--- config.mk ---
export PLATFORM = sky130hd
export DESIGN_NAME = enoc_input_unit
export DESIGN_NICKNAME = d
export VERILOG_FILES = /design/src/rtl/enoc_pkg.sv /design/src/rtl/enoc_route_xy.sv /design/src/rtl/enoc_input_unit.sv
export SDC_FILE = /design/constraint.sdc
export NUM_CORES = 1
export LEC_CHECK = 0
export BUFFER_PORTS_ARGS = -buffer_cell sky130_fd_sc_hd__clkbuf_2
export CORE_MARGIN = 3
export CORE_UTILIZATION = 40
export DETAILED_ROUTE_END_ITERATION = 10
export SYNTH_ARGS = -nofsm -noshare
export SYNTH_HDL_FRONTEND = slang
export SYNTH_HIERARCHICAL = 1
export SYNTH_SLANG_ARGS = --single-unit
--- constraint.sdc ---
create_clock -name clk -period 6.8 [get_ports clk]
set_clock_uncertainty 0.05 [all_clocks]
set_input_delay 1.02 -clock clk [delete_from_list [all_inputs] [get_ports clk]]
set_output_delay 1.02 -clock clk [all_outputs]
set_load 0.05 [all_outputs]
--- src/rtl/enoc_pkg.sv ---
// Shared types and constants for the ENoC mesh router: port indices, flit layout
// and the one-hot output-port route vector.
package enoc_pkg;

    localparam int NUM_PORTS = 5;
    localparam int C = 0;
    localparam int N = 1;
    localparam int E = 2;
    localparam int S = 3;
    localparam int W = 4;

    localparam int MESH_X_NODES   = 4;
    localparam int MESH_Y_NODES   = 4;
    localparam int FLIT_PAYLOAD_W = 32;

    // One spare code above the mesh size so an out-of-range destination can be carried.
    localparam int DEST_X_W = $clog2(MESH_X_NODES + 1);
    localparam int DEST_Y_W = $clog2(MESH_Y_NODES + 1);

    typedef logic [0:NUM_PORTS-1] route_t;

    typedef struct packed {
        logic [DEST_X_W-1:0]       dest_x;
        logic [DEST_Y_W-1:0]       dest_y;
        logic [FLIT_PAYLOAD_W-1:0] payload;
    } flit_t;

endpackage

--- src/rtl/enoc_route_xy.sv ---
// Combinational dimension-ordered (X then Y) route for one flit destination.
// Out-of-range destinations are steered to the local core port and flagged.
module enoc_route_xy
    import enoc_pkg::*;
#(
    parameter int X_NODES = MESH_X_NODES,
    parameter int Y_NODES = MESH_Y_NODES,
    parameter int X_LOC   = 0,
    parameter int Y_LOC   = 0
) (
    input  logic [DEST_X_W-1:0] dest_x_i,
    input  logic [DEST_Y_W-1:0] dest_y_i,
    output route_t              route_o,
    output logic                range_err_o
);

    always_comb begin
        route_o     = '0;
        range_err_o = (int'(dest_x_i) >= X_NODES) || (int'(dest_y_i) >= Y_NODES);
        if (range_err_o) begin
            route_o[C] = 1'b1;
        end else if (int'(dest_x_i) > X_LOC) begin
            route_o[E] = 1'b1;
        end else if (int'(dest_x_i) < X_LOC) begin
            route_o[W] = 1'b1;
        end else if (int'(dest_y_i) > Y_LOC) begin
            route_o[S] = 1'b1;
        end else if (int'(dest_y_i) < Y_LOC) begin
            route_o[N] = 1'b1;
        end else begin
            route_o[C] = 1'b1;
        end
    end

endmodule

--- src/rtl/enoc_input_unit.sv ---
// Per-input-port flit FIFO for an ENoC router: routes flits on enqueue and
// presents the head flit's one-hot output request to the switch controller.
module enoc_input_unit
    import enoc_pkg::*;
#(
    parameter int DEPTH     = 4,
    parameter int X_NODES   = 4,
    parameter int Y_NODES   = 4,
    parameter int X_LOC     = 0,
    parameter int Y_LOC     = 0,
    parameter int PAYLOAD_W = 32
) (
    input  logic   clk,
    input  logic   reset,
    input  logic   ce,
    input  flit_t  i_data,
    input  logic   i_data_val,
    output logic   o_en,
    output route_t o_output_req,
    input  route_t i_output_grant,
    output flit_t  o_data,
    output logic   o_error
);

    localparam int PTR_W  = $clog2(DEPTH);
    localparam int CNT_W  = PTR_W + 1;
    localparam int FLIT_W = DEST_X_W + DEST_Y_W + PAYLOAD_W;

    logic [FLIT_W-1:0] flitMem_q [DEPTH];
    route_t            routeMem_q [DEPTH];

    logic [PTR_W-1:0] wrPtr_q, wrPtr_d;
    logic [PTR_W-1:0] rdPtr_q, rdPtr_d;
    logic [CNT_W-1:0] count_q, count_d;
    logic             error_q, error_d;

    logic [FLIT_W-1:0] wrFlit;
    route_t            wrRoute;
    logic              wrRangeErr;
    logic              empty;
    logic              wrEn;
    logic              rdEn;
    logic              badGrant;

    enoc_route_xy #(
        .X_NODES (X_NODES),
        .Y_NODES (Y_NODES),
        .X_LOC   (X_LOC),
        .Y_LOC   (Y_LOC)
    ) u_route (
        .dest_x_i    (i_data.dest_x),
        .dest_y_i    (i_data.dest_y),
        .route_o     (wrRoute),
        .range_err_o (wrRangeErr)
    );

    assign wrFlit = i_data;
    assign empty  = (count_q == '0);

    // Backpressure comes only from registered occupancy, never from this cycle's grant.
    assign o_en         = (count_q < CNT_W'(DEPTH)) && !reset;
    assign o_output_req = empty ? '0 : routeMem_q[rdPtr_q];
    assign o_data       = empty ? '0 : flit_t'(flitMem_q[rdPtr_q]);

    always_comb begin
        wrEn     = ce && i_data_val && o_en;
        rdEn     = ce && ((i_output_grant & o_output_req) != '0);
        badGrant = ((i_output_grant & ~o_output_req) != '0) || ($countones(i_output_grant) > 1);

        wrPtr_d = wrPtr_q + PTR_W'(wrEn);
        rdPtr_d = rdPtr_q + PTR_W'(rdEn);
        count_d = count_q + CNT_W'(wrEn) - CNT_W'(rdEn);
        error_d = error_q
                | (ce && i_data_val && !o_en)
                | (wrEn && wrRangeErr)
                | (ce && badGrant);
    end

    always_ff @(posedge clk) begin
        if (reset) begin
            wrPtr_q <= '0;
            rdPtr_q <= '0;
            count_q <= '0;
            error_q <= 1'b0;
        end else begin
            wrPtr_q <= wrPtr_d;
            rdPtr_q <= rdPtr_d;
            count_q <= count_d;
            error_q <= error_d;
        end
    end

    // Storage is intentionally not reset; empty masking hides stale contents.
    always_ff @(posedge clk) begin
        if (wrEn) begin
            flitMem_q[wrPtr_q]  <= wrFlit;
            routeMem_q[wrPtr_q] <= wrRoute;
        end
    end

    assign o_error = error_q;

endmodule

==> results.py <==
metrics = {
    "worst_setup_path": {
        "startpoint_type": "register",
        "cp_cell_sequence": "mux4_1, and2_1, clkbuf_2",
        "path_buf_inv": 1,
        "crit_family": "flip-flops",
        "cp-end-kind": "output port",
        "cpPeakStageDelay_ns": 0.96,
        "crit_path_max_fanout": 47,
        "required_ns": 5.73,
        "slowest_stage": "dfxtp_4",
        "r2r_end": "count_q[2]$_SDFF_PP0_",
        "timing.rr.start": "rdPtr_q[0]$_SDFF_PP0_",
        "crit_type": "reg2out",
        "worstPathArrival_ns": 2.53,
        "r2r_cells": 10,
        "r2r_setup_slack_ns": 3.35,
    },
    "timing": {
        "fin_ws_ns": 3.20,
        "tightest_slew_ns": 0.932,
        "slew_violations": 0,
        "fin_crit_ns": 3.60,
        "finalSetupViolations": 0,
        "timing.slew.headroom": 0.379,
        "hold_violations": 0,
        "fin_crit_sh": 0.529,
        "rsz0062_at_grt": "no",
        "setup_tns_ns": 0,
        "fmax_mhz": 278,
    },
    "power_and_ir_drop": {
        "p_sw_frac": 0.348,
        "ir_drop_uv": 176,
        "power_leakage_nw": 2.94,
        "powerDensity_mw_per_mm2": 393,
        "power_switching_mw": 1.16,
        "pwr-share-seq": 0.389,
        "power_frac_comb": 0.302,
        "p_int_mw": 2.18,
        "clkPwrFrac": 0.309,
    },
    "cts": {
        "cts-root-buf": "clkbuf_16",
        "cts-resized-gates": 0,
        "cts_tree": "built",
        "cts_num_sinks": 180,
        "htreeDepth": 4,
        "holdBufCountCts": 0,
        "cts_buffers": 17,
        "ctsLongestPathBuffers": 2,
        "clock_insertion_delay_worst_skew_ns": 0.42,
        "post-cts-setup-buffer-count": 0,
        "clk_pin_slew_ns": 0.07,
    },
    "routing": {
        "ant_nets": 0,
        "drc_errors": 0,
        "wl_mm": 13.4,
        "routedWlPerCell_um": 19.3,
        "dr.pass1.iters": 4,
        "first_iter_violations": 198,
        "vias": 3589,
        "vias_per_cell": 5.18,
    },
    "floorplan": {
        "start_util": 0.411,
        "die_w_um": 140,
        "row_count": 48,
        "ios": 92,
        "core-area_mm2": 0.0174,
        "die_h_um": 140,
        "die_area_mm2": 0.0195,
    },
    "logic_synthesis": {
        "synthFlopType": "edfxtp_1",
        "syn_area_mm2": 0.00716,
        "synth_seq_area_share": 0.744,
        "synth_top_area_share": 0.722,
        "syn_avg_cell_area_um2": 20.0,
        "ys_types": 45,
        "synth_cells": 358,
        "synth_area_leaders": "edfxtp_1 72%, mux4_2 13%, and2_1 3.6%",
        "ys_warn_count": 6,
        "yosys_register_bits": 180,
        "synth_top_cell_by_area": "edfxtp_1",
        "async_flop_share": 0,
        "synth-edff-count": 172,
    },
    "place": {
        "hpwl_mm": 7.62,
        "place_ws_ns": 3.27,
        "dpl_cell_area_mm2": 0.00787,
        "gp_congestion": 0.806,
        "io_buffers": 91,
    },
    "final_layout": {
        "layout_common_cells": "172 x edfxtp_1, 91 x clkbuf_2, 42 x mux4_2, 41 x and2_1, 17 x clkbuf_16",
        "drive_above_1_share": 0.389,
        "layout_commonest_cell": "edfxtp_1",
        "areaGrowthSynthToFinish_pct": 18.8,
        "n_antenna_cell": 0,
        "fill_cells": 1490,
        "postLayoutCellArea_mm2": 0.00850,
        "nets": 507,
    },
    "grt": {
        "grt_usage": 0.144,
        "grt_pass1_vias": 3876,
        "antenna_found_initial": 0,
        "grt_first_pass_wirelength_mm": 21.2,
        "gr-total-overflow": 0,
        "grt_max_degree": 50,
    },
    "min_path": {
        "holdPathEnd": "o_error$_SDFF_PP0_",
        "worstHoldPathType": "reg2reg",
        "worstHoldPathCells": 2,
        "holdCritStartpoint": "o_error$_SDFF_PP0_",
    },
    "outcome": {
        "status": "finished, final reports clean",
    },
    "run": {
        "max_cap_viol_count": 0,
    },
}
==> Yosys cell counts (3+ instances only) <==
cell and count:
inv_1 8, nor2_1 12, nand3_1 6, edfxtp_1 172
nand2_1 4, nor2b_1 3, buf_2 5, and2_1 41
dfxtp_1 8, mux4_2 42, ha_1 3, clkbuf_1 10
a21oi_1 4
==> layout make-up <==
class                   instances  area, um^2  area share
clock buffers                  20         457      0.0537
flip-flops and latches        180        5330       0.627
inverters                       8        30.0     0.00353
clock inverters                12         176      0.0207
multi-input cells             152        1740       0.204
well taps                     225         282      0.0331
repair buffers                 96         493      0.0580
==> metrics by stage <==
| stage | total power, mW | utilization | hold slack (ns) | instances |
|---|---|---|---|---|
| floorplan | 2.11 | - | 0.479 | 359 |
| detailed placement | 2.36 | 0.452 | 0.469 | 661 |
| global placement | 2.35 | 0.452 | 0.441 | 661 |
| finish | 3.34 | 0.488 | 0.474 | 693 |
| CTS | 3.39 | 0.488 | 0.478 | 693 |
| global route | 3.48 | 0.488 | 0.507 | 693 |
==> worst min-delay path, stage by stage, from the launching register on <==
cell and delay, ns:
dfxtp_1 0.32, nor2_1 0.09, a311oi_1 0.06
==> how the worst max path moves through the flow <==
stage / end / cells past startpoint / startpoint
2_1_floorplan: flitMem_q[0][0]$_DFFE_PP_ / 4 / reset
3_3_place_gp: count_q[2]$_SDFF_PP0_ / 10 / rdPtr_q[0]$_SDFF_PP0_
3_5_place_dp: count_q[2]$_SDFF_PP0_ / 10 / rdPtr_q[0]$_SDFF_PP0_
4_1_cts: o_output_req[3] / 3 / rdPtr_q[0]$_SDFF_PP0_
5_1_grt: o_output_req[3] / 3 / rdPtr_q[0]$_SDFF_PP0_
6_report: o_output_req[3] / 3 / rdPtr_q[0]$_SDFF_PP0_
==> cells by family after synthesis <==
group	synth area share
xor+xnor	0.00490
fa+ha+maj	0.0108
flops	0.744
mux	0.137
simple gates	0.0650
buf+inv	0.0171
other cells	0.000524
compound gates	0.0205
==> power groups by stage <==
| stage | Clock, mW | Combinational [mW] | Sequential, mW |
|---|---|---|---|
| floorplan | 0 | 0.827 | 1.29 |
| global placement | 0 | 1.02 | 1.33 |
| detailed placement | 0 | 1.03 | 1.33 |
| CTS | 1.05 | 1.03 | 1.31 |
| global route | 1.10 | 1.07 | 1.31 |
| finish | 1.03 | 1.01 | 1.30 |
==> state kept, by name (all words and copies together), names as in the netlist <==
name and count:
rdPtr_q 2, o_error 1, wrPtr_q 2, flitMem_q 152, routeMem_q 20, count_q 3
==> layer usage <==
| layer | routed length, um | global-route usage |
|---|---|---|
| met5 | 0 | 0 |
| met4 | 281 | 0.0592 |
| met3 | 640 | 0.0392 |
| met2 | 6880 | 0.239 |
| met1 | 5590 | 0.179 |
(Power assumes the default switching activity.)
